File: src/rtl/adsr_pkg.sv
// Shared widths and destination encodings for the ADSR sample path.
package adsr_pkg;

    localparam int unsigned ADSR_WIDTH = 4;
    localparam int unsigned ADSR_CNT_W = 8;

    localparam logic SEL_A = 1'b0;
    localparam logic SEL_B = 1'b1;

endpackage

File: src/rtl/adsr_demux_2output_4bit_out_hold_reg.sv
// One-entry output holding register with sticky data and a delivered-beat counter.
module out_hold_reg
    import adsr_pkg::*;
#(
    parameter int unsigned WIDTH = ADSR_WIDTH,
    parameter int unsigned CNT_W = ADSR_CNT_W
) (
    input  logic             clk,
    input  logic             rst_n,
    input  logic             load,
    input  logic [WIDTH-1:0] load_data,
    input  logic             ready,
    output logic [WIDTH-1:0] data,
    output logic             valid,
    output logic [CNT_W-1:0] cnt
);

    logic drain;

    assign drain = valid & ready;

    always_ff @(posedge clk) begin
        if (!rst_n) begin
            data  <= '0;
            valid <= 1'b0;
            cnt   <= '0;
        end else begin
            // A load in the same cycle as a drain keeps the register full.
            if (load) begin
                data  <= load_data;
                valid <= 1'b1;
            end else if (drain) begin
                valid <= 1'b0;
            end
            if (drain) begin
                cnt <= cnt + CNT_W'(1);
            end
        end
    end

endmodule

File: src/rtl/adsr_demux_2output_4bit.sv
// Registered 1-to-2 demux steering a valid/ready 4-bit sample stream to voice A or B.
module adsr_demux_2output_4bit
    import adsr_pkg::*;
#(
    parameter int unsigned WIDTH = ADSR_WIDTH,
    parameter int unsigned CNT_W = ADSR_CNT_W
) (
    input  logic             clk,
    input  logic             rst_n,
    input  logic [WIDTH-1:0] in_data,
    input  logic             in_valid,
    output logic             in_ready,
    input  logic             sel_req,
    output logic             active_sel,
    output logic [WIDTH-1:0] out_a_data,
    output logic [WIDTH-1:0] out_b_data,
    output logic             out_a_valid,
    output logic             out_b_valid,
    input  logic             out_a_ready,
    input  logic             out_b_ready,
    output logic [CNT_W-1:0] cnt_a,
    output logic [CNT_W-1:0] cnt_b
);

    logic accept;
    logic load_a;
    logic load_b;

    always_comb begin
        if (active_sel == SEL_B) begin
            in_ready = ~out_b_valid | out_b_ready;
        end else begin
            in_ready = ~out_a_valid | out_a_ready;
        end
    end

    assign accept = in_valid & in_ready;
    assign load_a = accept & (active_sel == SEL_A);
    assign load_b = accept & (active_sel == SEL_B);

    // Beats accepted during a select change still go to the old destination.
    always_ff @(posedge clk) begin
        if (!rst_n) begin
            active_sel <= SEL_A;
        end else begin
            active_sel <= sel_req;
        end
    end

    out_hold_reg #(
        .WIDTH(WIDTH),
        .CNT_W(CNT_W)
    ) u_hold_a (
        .clk       (clk),
        .rst_n     (rst_n),
        .load      (load_a),
        .load_data (in_data),
        .ready     (out_a_ready),
        .data      (out_a_data),
        .valid     (out_a_valid),
        .cnt       (cnt_a)
    );

    out_hold_reg #(
        .WIDTH(WIDTH),
        .CNT_W(CNT_W)
    ) u_hold_b (
        .clk       (clk),
        .rst_n     (rst_n),
        .load      (load_b),
        .load_data (in_data),
        .ready     (out_b_ready),
        .data      (out_b_data),
        .valid     (out_b_valid),
        .cnt       (cnt_b)
    );

endmodule

File: config.mk
export PLATFORM = sky130hd
export DESIGN_NAME = adsr_demux_2output_4bit
export DESIGN_NICKNAME = d
export VERILOG_FILES = /design/src/rtl/adsr_pkg.sv /design/src/rtl/adsr_demux_2output_4bit_out_hold_reg.sv /design/src/rtl/adsr_demux_2output_4bit.sv
export SDC_FILE = /design/constraint.sdc
export NUM_CORES = 1
export LEC_CHECK = 0
export CORE_MARGIN = 5
export CORE_UTILIZATION = 47
export DETAILED_ROUTE_END_ITERATION = 12
export PLACE_DENSITY_LB_ADDON = 0.3
export SYNTH_ARGS = -nofsm -noshare
export SYNTH_HDL_FRONTEND = slang
export SYNTH_SLANG_ARGS = --single-unit
File: constraint.sdc
create_clock -name clk -period 3.2 [get_ports clk]
set_clock_uncertainty 0.15 [all_clocks]
set_input_delay 0.96 -clock clk [delete_from_list [all_inputs] [get_ports clk]]
set_output_delay 0.96 -clock clk [all_outputs]
set_load 0.01 [all_outputs]
# [Word-level counts from Yosys, hierarchy flattened]
# Index checks and enable logic that the tools add are counted.
[totals] reg_bits=27 input_bits=10 output_inout_bits=28 word_cells=26
[op_classes] n_addsub=2 muxes=5 bitwise=10 reduce_logical=2
[ops] cell="adder 8 x 1 -> 8 bit, second input constant" n=2
[ops] cell="bitwise AND 1 bit" n=5
[ops] cell="2-to-1 mux 1 bit" n=5
[ops] cell="nonzero test 2 bit" n=2
[ops] cell="inverter 1 bit" n=3
[ops] cell="OR 1 bit" n=2

# [Logic depth before layout (Yosys ltp)]
[depth] word_depth=6 depth_mapped=4 depth_no_buf=4

# [Hierarchy]
# Synthesis repeated with hierarchy kept, for this count alone.
[unflattened] cells_unflattened=127 area_unflattened_um2=1132.3
[by_module_without_submodules] mod="out_hold_reg" n_inst=2 cells_per_inst=59 area_each_um2=530.5 seq_area_each_um2=260.2
[by_module_without_submodules] mod="adsr_demux_2output_4bit" n_inst=1 cells_per_inst=9 area_each_um2=71.3 seq_area_each_um2=20.0

# [Worst setup path before layout]
# OpenSTA, ideal clock, no wires.
[synth_path] kind="input to output" start="input out_a_ready" end="output in_ready" t_arrival_ns=1.390 required_time_ns=2.090 setup_slack_ns=0.700 cell_stages=3 n_path_buf=0 cell_sequence="nand2b_1 > nor2_1 > a21oi_1"
[synth_via] elab_chain_len=2
[synth_rtl] item="start, declared" line="adsr_demux_2output_4bit.sv:19" source="input logic out_a_ready,"
[synth_rtl] item="OR 1 bit" line="adsr_demux_2output_4bit.sv:33" source="in_ready = ~out_a_valid | out_a_ready;"
[synth_rtl] item="2-to-1 mux 1 bit" line="adsr_demux_2output_4bit.sv:30" source="if (active_sel == SEL_B) begin"
[synth_rtl] item="end, declared" line="adsr_demux_2output_4bit.sv:12" source="output logic in_ready,"
# No other way between the ends.

# [Final worst setup path]
# Same ends and word-level chain as after synthesis.

==> metrics.md <==
| Metric | Value |
|---|---|
| Status | `complete, no violations` |
| Final setup viols | `0` |
| Yosys top cell area share | `0.478` |
| CP Buf/Inv Count | `2` |
| Share of cells above drive strength 1 | `0.0517` |
| Clock latency on the worst-skew pair | `0.32 ns` |
| Adder-Cell Fraction of Synth Area | `0.0221` |
| Pwr Density | `356 mW/mm^2` |
| CP Class | `in2out` |
| CTS tree | `yes` |
| Fillers | `198` |
| Syn nets | `144` |
| Non-filler instance count after layout | `202` |
| Mapped cell area | `0.00113 sq mm` |
| Number of remaining DRC errors | `0` |
| Fin Hold WS | `0.333 ns` |
| Placed Area | `0.00156 sq mm` |
| Crit-path cells | `clkdlybuf4s50_1 -> nand2b_1 -> nor2_1 -> a21oi_1 -> clkbuf_2` |
| Slew at the pin closest to its max-slew limit | `0.733 ns` |
| Synth Area in Simple Gates | `0.249` |
| Total track usage | `0.180` |
| Commonest non-fill, non-tap cell in the layout | `clkdlybuf4s50_1` |
| Crit. End Element | `output pin` |
| Critical Path RT | `2.09 ns` |
| Die area | `0.00349 sq mm` |
| First-pass GRT wire length | `4820 um` |
| # port buffers | `37` |
| Final Hold Viols | `0` |
| Ys Warns | `0` |
| Clk pin slew, worst setup/hold paths | `0.14 ns` |
| Largest net degree at the start of global routing | `24` |
| Total CTS buffers | `3` |
| Worst r2r src | `u_hold_b.valid` |
| Top cell family by delay on the critical path | `buffers and inverters` |
| Crit-path max FO | `2` |
| CTS Hold Bufs | `0` |
| Global placement routability congestion | `0.727` |
| Max-slew violation count | `0` |
| Peak VDD IR | `0.283 mV` |
| Seq/Total Area, Yosys | `0.478` |
| Tcrit/Tclk final | `0.945` |
| Die Y | `59.1 um` |
| Hold crit path type | `reg2reg` |
| Wirelength, routed | `2890 um` |
| Global route overflow | `0` |
| Vias | `1117` |
| Largest area contributor in the netlist | `dfxtp_1` |
| Critical path arrival | `1.91 ns` |
| Crit-path max cell delay | `0.48 ns` |
| Starting utilization of the core area | `0.502` |
| MaxCap Viol Count | `0` |
| Finished Core Util | `0.699` |
| H-tree depth | `1` |
| DRT Pass-1 Iters | `4` |
| Root buf cell | `clkbuf_4` |
| Placed Cells | `198` |
| Antenna Nets Post-Route | `0` |
| Slowest cell on crit path | `clkdlybuf4s50_1` |
| FMAX | `0.331 GHz` |
| Post-layout min period | `3.02 ns` |
| Avg Inst Size Synth | `8.57 sq um` |
| HP Start | `u_hold_b.data[2]` |
| Flops & latches, synth | `27` |
| Hpwl dp | `2180 um` |
| Post-synthesis cell type count | `21` |
| 1st-iter DRT viols | `35` |
| CP startpoint | `out_a_ready` |
| Vias in the first global route | `1092` |
| Combinational family with the most area after synthesis | `simple AND/OR/NAND/NOR gates` |
| Element type at the critical path start | `input port` |
| Initial antenna violation count | `0` |
| Final instance area | `0.00158 sq mm` |
| CTS max path bufs | `2` |
| Leakage Power | `0.000522 uW` |
| Core box area | `0.00225 sq mm` |
| DR WL/cell | `14.3 um` |
| Synth area leaders | `dfxtp_1 (48%), a21oi_1 (8.8%), o21ai_0 (5.3%)` |
| Via-to-Cell Ratio | `5.53` |
| Xor/xnor share of the synthesized area | `0.0310` |
| Cell Rows | `17` |
| Antenna Cells | `0` |
| Mux cell area share after synthesis | `0.00885` |
| Complex-gate fraction of the synthesized area | `0.188` |
| RSZ-0062 raised after global routing | `false` |
| CTS sink count | `27` |
| Layout area overhead | `39.4%` |
| I/O pin total | `38` |
| Gate Count Post-Synth | `132` |
| Die X | `59.1 um` |
| Fin nets | `187` |
| Worst relative slew slack | `0.511` |
| Commonest non-fill, non-tap cells in the layout | `clkdlybuf4s50_1 (36), dfxtp_1 (27), a21oi_1 (20), o21ai_0 (12), nand3_1 (11)` |
cell usage after synthesis, drive strengths merged:
library cell	n
nor2b	3
xor2	4
dfxtp	27
inv	4
or4	3
o21ai	12
o31ai	5
clkbuf	3
and2	1
a21oi	20
nor2	5
nand3	12
ha	2
or3	4
mux2i	1
nand2	10
o211ai	2
nand2b	6
nor4	1
nand4	7
final timing paths:
kind | endpoint | slack (ns) | depth (start not counted)
max | in_ready | 0.18 | 5
min | u_hold_b.data[2] | 0.33 | 2
max reg2reg | u_hold_b.cnt[5] | 1.64 | 3
min reg2reg | u_hold_b.data[2] | 0.33 | 2
metrics by stage:
| step | setup TNS, ns | total power (uW) | worst slack (ns) |
|---|---|---|---|
| 2_1_floorplan | 0 | 382 | 0.700 |
| 3_3_place_gp | -0.242 | 421 | -0.242 |
| 3_5_place_dp | -0.218 | 423 | -0.218 |
| 4_1_cts | 0 | 567 | 0.0451 |
| 5_1_grt | 0 | 586 | 0.0865 |
| 6_report | 0 | 561 | 0.176 |
worst register-to-register path, delay by kind of cell, from the launching register on:
| kind | cells | cell delay, ns |
|---|---|---|
| AND/OR/NAND/NOR | 2 | 0.71 |
| AO/OA/AOI/OAI | 1 | 0.15 |
| flip-flops | 1 | 0.48 |
registers in the layout (all words and copies together), names as in the netlist:
register,cells
active_sel,1
u_hold_b.data,4
u_hold_a.cnt,8
u_hold_b.cnt,8
u_hold_a.data,4
u_hold_b.valid,1
u_hold_a.valid,1
layout make-up:
| cell class | instances | area (sq um) | share of cell area |
|---|---|---|---|
| Inverter | 4 | 15.0 | 0.00952 |
| Sequential cell | 27 | 541 | 0.343 |
| Clock buffer | 4 | 26.3 | 0.0167 |
| Tap cell | 28 | 35.0 | 0.0222 |
| Multi-Input combinational cell | 98 | 564 | 0.358 |
| Timing Repair Buffer | 41 | 395 | 0.251 |
cells by family after synthesis:
group,after synthesis
flops,27
buf+inv,7
xor+xnor,4
mux,1
fa+ha+maj,2
compound gates,39
simple gates,52
routing by layer:
layer  GRT usage  vias up  share of wire
met1       0.199      511           0.42
met4      0.0777        0          0.017
li1            -      568              -
met2       0.319       32           0.51
met3      0.0479        6          0.057
met5           0        -              0
power breakdown:
group          switching, uW  internal, uW
Clock                   96.4          48.9
Combinational           29.7          33.7
Sequential              8.10           344
timing repair:
action,CTS,global route
setup buffers,0,0
gates resized for setup,1,2
endpoints found under the setup margin,1,1
endpoints found under the hold margin,0,0
(Power assumes the default switching activity.)
